`config.mk`:
```
export PLATFORM = sky130hd
export DESIGN_NAME = priority_encoder_4_2_seq
export DESIGN_NICKNAME = d
export VERILOG_FILES = /design/src/rtl/priority_enc_pkg.sv /design/src/rtl/priority_pick4.sv /design/src/rtl/priority_encoder_4_2_seq.sv
export SDC_FILE = /design/constraint.sdc
export NUM_CORES = 1
export LEC_CHECK = 0
export BUFFER_PORTS_ARGS = -buffer_cell sky130_fd_sc_hd__buf_2
export CAP_MARGIN = 25
export CORE_AREA = 8 8 45 47
export DETAILED_ROUTE_END_ITERATION = 12
export DIE_AREA = 0 0 53 55
export PLACE_DENSITY = 0.77
export SYNTH_ARGS = -nofsm -noshare
export SYNTH_HDL_FRONTEND = slang
export SYNTH_HIERARCHICAL = 1
export SYNTH_SLANG_ARGS = --single-unit
```
`constraint.sdc`:
```
create_clock -name clk -period 5.1 [get_ports clk]
set_clock_uncertainty 0.1 [all_clocks]
set_input_delay 0.765 -clock clk [delete_from_list [all_inputs] [get_ports clk]]
set_output_delay 0.765 -clock clk [all_outputs]
set_load 0.01 [all_outputs]
```
`src/rtl/priority_enc_pkg.sv`:
```
// Shared types and constants for the sequential 4-to-2 priority encoder.
package priority_enc_pkg;

    localparam int CODE_W = 2;
    localparam int N_REQ  = 4;

    localparam logic PRIO_FIXED = 1'b0;
    localparam logic PRIO_RR    = 1'b1;

    // IDLE: nothing offered. HOLD: a code is offered and waits for its handshake.
    typedef enum logic {
        IDLE = 1'b0,
        HOLD = 1'b1
    } state_e;

    // One-hot mask of a request index.
    function automatic logic [N_REQ-1:0] onehot(input logic [CODE_W-1:0] idx);
        logic [N_REQ-1:0] m;
        m      = '0;
        m[idx] = 1'b1;
        return m;
    endfunction

endpackage

```
`src/rtl/priority_pick4.sv`:
```
// Combinational pick of one index out of a 4-bit mask, fixed priority
// (3 highest) or round-robin (search upward from ptr+1, wrapping).
module priority_pick4
    import priority_enc_pkg::*;
(
    input  logic [N_REQ-1:0]  mask,
    input  logic [CODE_W-1:0] ptr,
    input  logic              mode,
    output logic [CODE_W-1:0] idx,
    output logic              any
);

    logic [CODE_W-1:0] probe;

    // Later loop iterations overwrite earlier ones, so the last hit is the winner.
    always_comb begin
        idx   = '0;
        probe = '0;
        any   = |mask;
        if (mode == PRIO_FIXED) begin
            for (int i = 0; i < N_REQ; i++) begin
                if (mask[i]) idx = CODE_W'(i);
            end
        end else begin
            // k = N_REQ lands on ptr itself (lowest priority), k = 1 on ptr+1 (highest).
            for (int k = N_REQ; k >= 1; k--) begin
                probe = ptr + CODE_W'(k);
                if (mask[probe]) idx = probe;
            end
        end
    end

endmodule

```
`src/rtl/priority_encoder_4_2_seq.sv`:
```
// Sequential 4-to-2 priority encoder: captures request pulses into a pending
// set and hands out one 2-bit index per accepted transfer.
//
// Handshake: a transfer completes on a rising edge where out_valid=1 and
// out_ready=1. Once out_valid rises, out_valid and code stay put until that
// happens (only reset may drop them); out_valid does not depend on out_ready.
module priority_encoder_4_2_seq
    import priority_enc_pkg::*;
#(
    parameter bit PRIO_MODE = PRIO_FIXED
) (
    input  logic              clk,
    input  logic              rst_n,
    input  logic              enable,
    input  logic [N_REQ-1:0]  req,
    output logic              out_valid,
    input  logic              out_ready,
    output logic [CODE_W-1:0] code,
    output logic [N_REQ-1:0]  pending,
    output logic              overflow,
    output state_e            dbg_state
);

    state_e            state_q, state_d;
    logic [N_REQ-1:0]  pending_q, pending_d;
    logic [CODE_W-1:0] code_q, code_d;
    logic              valid_q, valid_d;
    logic              overflow_q, overflow_d;
    // Index where the next round-robin search starts (last served + 1).
    // Resetting it to 0 gives index 0 first priority after reset.
    logic [CODE_W-1:0] rr_start_q, rr_start_d;

    logic              handshake;
    logic [N_REQ-1:0]  served;
    logic [N_REQ-1:0]  cand;
    logic [N_REQ-1:0]  req_in;
    logic [CODE_W-1:0] pick_ptr;
    logic [CODE_W-1:0] pick_idx;
    logic              pick_any;

    // Served-bit removal, gated capture and candidate set for the picker.
    always_comb begin
        handshake = valid_q & out_ready;
        served    = handshake ? onehot(code_q) : '0;
        cand      = pending_q & ~served;
        req_in    = enable ? req : '0;
        // After a handshake search from the just-served index + 1.
        pick_ptr  = handshake ? code_q : (rr_start_q - CODE_W'(1));
    end

    priority_pick4 u_pick (
        .mask (cand),
        .ptr  (pick_ptr),
        .mode (PRIO_MODE),
        .idx  (pick_idx),
        .any  (pick_any)
    );

    // Next-state and output-register logic of the IDLE/HOLD FSM.
    always_comb begin
        state_d    = state_q;
        code_d     = code_q;
        valid_d    = valid_q;
        // A request on the bit being served re-sets it and is not an overflow.
        pending_d  = cand | req_in;
        overflow_d = overflow_q | (|(req_in & pending_q & ~served));
        rr_start_d = handshake ? (code_q + CODE_W'(1)) : rr_start_q;
        case (state_q)
            IDLE: begin
                if (enable && pick_any) begin
                    code_d  = pick_idx;
                    valid_d = 1'b1;
                    state_d = HOLD;
                end
            end
            HOLD: begin
                if (handshake) begin
                    if (enable && pick_any) begin
                        code_d = pick_idx;
                    end else begin
                        valid_d = 1'b0;
                        state_d = IDLE;
                    end
                end
            end
            default: begin
                valid_d = 1'b0;
                state_d = IDLE;
            end
        endcase
    end

    // All state registers with synchronous active-low reset.
    always_ff @(posedge clk) begin
        if (!rst_n) begin
            state_q    <= IDLE;
            pending_q  <= '0;
            code_q     <= '0;
            valid_q    <= 1'b0;
            overflow_q <= 1'b0;
            rr_start_q <= '0;
        end else begin
            state_q    <= state_d;
            pending_q  <= pending_d;
            code_q     <= code_d;
            valid_q    <= valid_d;
            overflow_q <= overflow_d;
            rr_start_q <= rr_start_d;
        end
    end

    assign out_valid = valid_q;
    assign code      = code_q;
    assign pending   = pending_q;
    assign overflow  = overflow_q;
    assign dbg_state = state_q;

endmodule

```
==> Word-level counts from Yosys, hierarchy flattened <==
Index checks and enable logic that the tools add are counted.
{ "totals": {"regBits": 9, "input_bits": 8, "output_inout_bits": 9, "word_cells": 40} }
{ "classes": {"magnitude_cmp": 2, "eq_ne": 3, "n_mux": 17, "bitwise_logic": 8, "n_reduce_logical": 5} }
{ "op_table": {"columns": ["operator", "count"], "rows": [
  ["$and A4 B4 Y4", 3],
  ["$mux W2", 4],
  ["$mux W4", 2],
  ["$reduce_or A4 Y1", 2],
  ["$mux W1", 7],
  ["$ne A2 B2 Y1 const B", 2],
  ["$not A4 Y4", 1],
  ["$or A4 B4 Y4", 1],
  ["$pmux W1 S2", 2],
  ["$pmux W2 S2", 1],
  ["$lt A2 B3 Y1 const B", 1],
  ["$reduce_and A3 Y1", 1],
  ["$demux W1 S2", 1],
  ["$ge A2 B1 Y1 const B", 1],
  ["$logic_and A1 B1 Y1", 2],
  ["$ne A2 B1 Y1 const B", 1],
  ["$and A1 B1 Y1", 1],
  ["$not A1 Y1", 1],
  ["$or A1 B1 Y1", 1]
]} }

==> Logic depth before layout (Yosys ltp) <==
{ "depth": {"ltp_word": 13, "ltp_mapped": 10} }

==> Cells and area by module <==
The synthesis kept the hierarchy.
{ "by_module_without_submodules": {"columns": ["mod", "n_inst", "cells_each", "area_per_inst_um2", "seq_area_each_um2"], "rows": [
  ["priority_encoder_4_2_seq", 1, 65, 565.5, 220.2],
  ["priority_pick4", 1, 16, 95.1, 0.0]
]} }

==> Least setup slack after synthesis <==
OpenSTA, ideal clock, no wires.
{ "synth_path": {"kind": "in2reg", "start": "input out_ready", "end": "register code_q[0], in the netlist code[0]", "arrival_ps": 1937, "t_required_ps": 4928, "slack_ps": 2991, "stages": 9, "cell_sequence": "buf_2 > and2_1 > buf_6 > a21oi_1 > nand3b_1 > o2111ai_1 > nand2_1 > nand4_1 > a21oi_1"} }
{ "synth_via": {"elab_chain_len": 10, "elab_cells_between_ends": 13, "classes_between": "eq/ne (1); mux (7); bitwise (3); reduce/logical (2)"} }
{ "synth_lines": {"columns": ["item", "line", "rtl"], "rows": [
  ["start, declared", "priority_encoder_4_2_seq.sv:17", "input logic out_ready,"],
  ["$and A1 B1 Y1 (*)", "priority_encoder_4_2_seq.sv:43", "handshake = valid_q & out_ready;"],
  ["$mux W4 (*)", "priority_encoder_4_2_seq.sv:44", "served = handshake ? onehot(code_q) : '0;"],
  ["$not A4 Y4 (*)", "priority_encoder_4_2_seq.sv:45", "cand = pending_q & ~served;"],
  ["$and A4 B4 Y4 (*)", "priority_encoder_4_2_seq.sv:45", null],
  ["$mux W1", "priority_pick4.sv:22", "if (mask[i]) idx = CODE_W'(i);"],
  ["$mux W2", "priority_pick4.sv:22", null],
  ["$mux W2 (*)", "priority_pick4.sv:22", null],
  ["named net pick_idx[0]", "priority_encoder_4_2_seq.sv:38", "logic [CODE_W-1:0] pick_idx;"],
  ["$mux W2 (*)", "priority_encoder_4_2_seq.sv:70, priority_encoder_4_2_seq.sv:78", null],
  ["$mux W2", "priority_encoder_4_2_seq.sv:77", "if (handshake) begin"],
  ["$pmux W2 S2 (*)", "priority_encoder_4_2_seq.sv:68", "case (state_q)"],
  ["end signal, assigned", "priority_encoder_4_2_seq.sv:105", "code_q <= code_d;"],
  ["end, declared", "priority_encoder_4_2_seq.sv:26", "logic [CODE_W-1:0] code_q, code_d;"]
]} }
The timed path passes the listed nets; every way through them passes the cells marked *. The select of a mux whose other input is x is not followed.
A chain may end at the register's enable or synchronous reset.

==> Final worst setup path <==
Same ends and word-level chain as after synthesis.

==> metrics <==
design area 777 um2; gr usage total 10.8%; setup ws final roughly 3100 ps; Netlist cell types 30; final setup violation count 0; Initial DRC Count 17; placed inst area ~750 um2; Initial DRT Pass Iterations 4; Fin. Hold Viols 0; initial antenna violation count 0; share of layout cells above drive strength 1 between 20% and 30%; fin cells 117; Yosys Warn Count 6; DP HPWL 1.14 mm; Yosys reg bits 11; count leader, synth dfxtp_1; n_diodes 0; ys flop type dfxtp_1; cells on worst reg2reg path 9; vias 639; RSZ-0062 raised after global routing no; Metal-1 WL about 640 um; post-route DRC violation count 0; post-CTS resize count 0; first-pass GRT wire length 2.39 mm; final WL about 1.5 mm; initial core utilization a little under half; cell mode on critical path a21oi_1; core area 1380 um2; grt total ovfl 0; Synth top cells by count dfxtp_1 (11), nor2_1 (9), a21oi_1 (7), and2_1 (5), nand4_1 (5); CTS tree yes; crit path max fanout 8; final period utilization 38.8%; syn avg cell area 8.16 um2; max incr delay on CP a little under 300 ps; post-synth top area share between 30% and 40%; WL/cell 12.6 um; Post-DRT Antenna Nets 0; Period minus WS final between 1500 and 2000 ps; htree depth 1; die height roughly 55 um; Max Used Layer met4; detailed-route vias per instance 5.46; critical path cell sequence buf_2 > and2_1 > nor2_1 > a21oi_1 > nand3b_1 > o2111ai_1 > nand2_1 > nand4_1 > a21oi_1; max-slew violations 0; Post-CTS Hold Buffers 0; Synth Instances 81; Die W about 53 um; clk_lat worst skew approximately 280 ps; Port Buffers 16; die area ~2900 um2; Clock Tree Root clkbuf_4; Worst R2R End code[0]; MaxCap Viol Count 0; Placed Cells between 100 and 150; num ports 17; HP Start rr_start_q[1]; clock sink count 11; CP arrival 2080 ps; asr flop ratio synth 0%; TritonCTS buffer count 3; setup TNS 0 ps; vias in the first global route 590; LEAKAGE 0.346 nW; worst vdd ir approximately 190 uV; gpl congestion slightly below 0.8; Worst Hold Class reg -> reg; Crit path required time 5200 ps; CTS max path bufs 2; family with the most delay on the worst path simple AND/OR/NAND/NOR gates; critical path class in -> reg; Placement Setup Slack 2850 ps; routed wl met3 about 60 um; register area share after synthesis approximately a third; Total Power between 0.0002 and 0.00025 W; Clock Pin Slew Worst Setup and Hold Paths ~70 ps; hold depth 2; power density over the cells between 200 and 300 nW/um2; flop-to-flop setup slack between 3000 and 4000 ps; status complete, no violations; Syn-to-layout area delta 17.6%; startpoint type of the worst setup path input port; FMAX a little over 500 MHz; row count 14; Synth Cell Area 661 um2; Post-synth EDFFs 0; Layout Nets 114; post-CTS setup repair buffer count 0; slowest CP cell a21oi_1; DR WL met2 between 700 and 800 um; ranking of synthesized cells by area dfxtp_1 (33%), ha_1 (7.6%), a21oi_1 (5.3%), nor2_1 (5.1%), and2_1 (4.7%); pin count of the biggest net entering global routing 12; crit path buf inv count 1; Worst setup EP type flop; Hold Path End rr_start_q[1]; cell taking the most area after synthesis dfxtp_1; r2r startpoint code[0]
power breakdown:
part           switching, W  internal (W)  leakage [nW]
registers        0.00000651     0.0000922        0.0904
logic             0.0000272     0.0000210         0.240
clock network     0.0000321     0.0000304        0.0150
total             0.0000659      0.000144         0.346
area by class of cell:
type                            instances  area (um2)
Tap cell                               16        20.0
Inverter                                5        18.8
Sequential cell                        11         220
Clock buffer                            4        26.3
Fill cell                             117         607
Timing Repair Buffer                   16        80.1
Multi-Input combinational cell         65         412
metrics by stage:
stage	util [%]	hold slack (ps)
floorplan	-	382
global placement	54.2	404
detailed placement	54.2	408
CTS	56.1	425
global route	56.1	473
finish	56.1	426
worst max-delay path by stage:
stage / slack [ps] / to / startpoint / cells after the start
floorplan: 2990 / code[0] / out_ready / 9
global placement: 2900 / code[0] / out_ready / 9
detailed placement: 2850 / code[0] / out_ready / 9
CTS: 3140 / code[0] / out_ready / 9
global route: 2930 / code[0] / out_ready / 9
finish: 3120 / code[0] / out_ready / 9
worst reg2reg max path, cell delays in order, from the launching register on:
cell,delay [ps]
dfxtp_1,430
inv_1,100
ha_1,200
nand3_1,120
and2_1,210
nor2_1,70
nand2_1,110
nand2_1,130
o21ai_0,200
a21oi_1,90
layout by cell type (no fill, tap or decap), drive strengths merged, types with 2 or more instances in the layout:
cell	n
ha	4
a31oi	2
buf	16
dfxtp	11
nor2	9
nand3	4
and2	5
a21oi	7
nand4	5
a41oi	2
a22oi	4
clkbuf	4
conb	4
o21ai	3
nand2	4
inv	4
metal layers:
metal	up-vias	global-route usage (%)
li1	328	-
met2	16	19.3
met5	-	0
met1	290	11.3
met4	0	7.76
met3	5	1.87
cell families (layout without fill, tap and decap cells):
logic type / count (synthesis) / after routing / synth area share (%)
AOI/OAI and AO/OA: 25 / 25 / 25.6
and+or+nand+nor: 30 / 30 / 24.1
DFF: 11 / 11 / 33.3
muxes: 1 / 1 / 1.52
adders and majority gates: 4 / 4 / 7.58
xor gates and xnor gates: 1 / 1 / 1.33
other: 1 / 4 / 0.568
buffers and inverters: 8 / 25 / 6.06
sequential cells by signal (all words and copies together) (netlist names):
name,cells
rr_start_q,2
pending,4
code,2
overflow,1
out_valid,1
dbg_state,1
(Power assumes the default switching activity.)
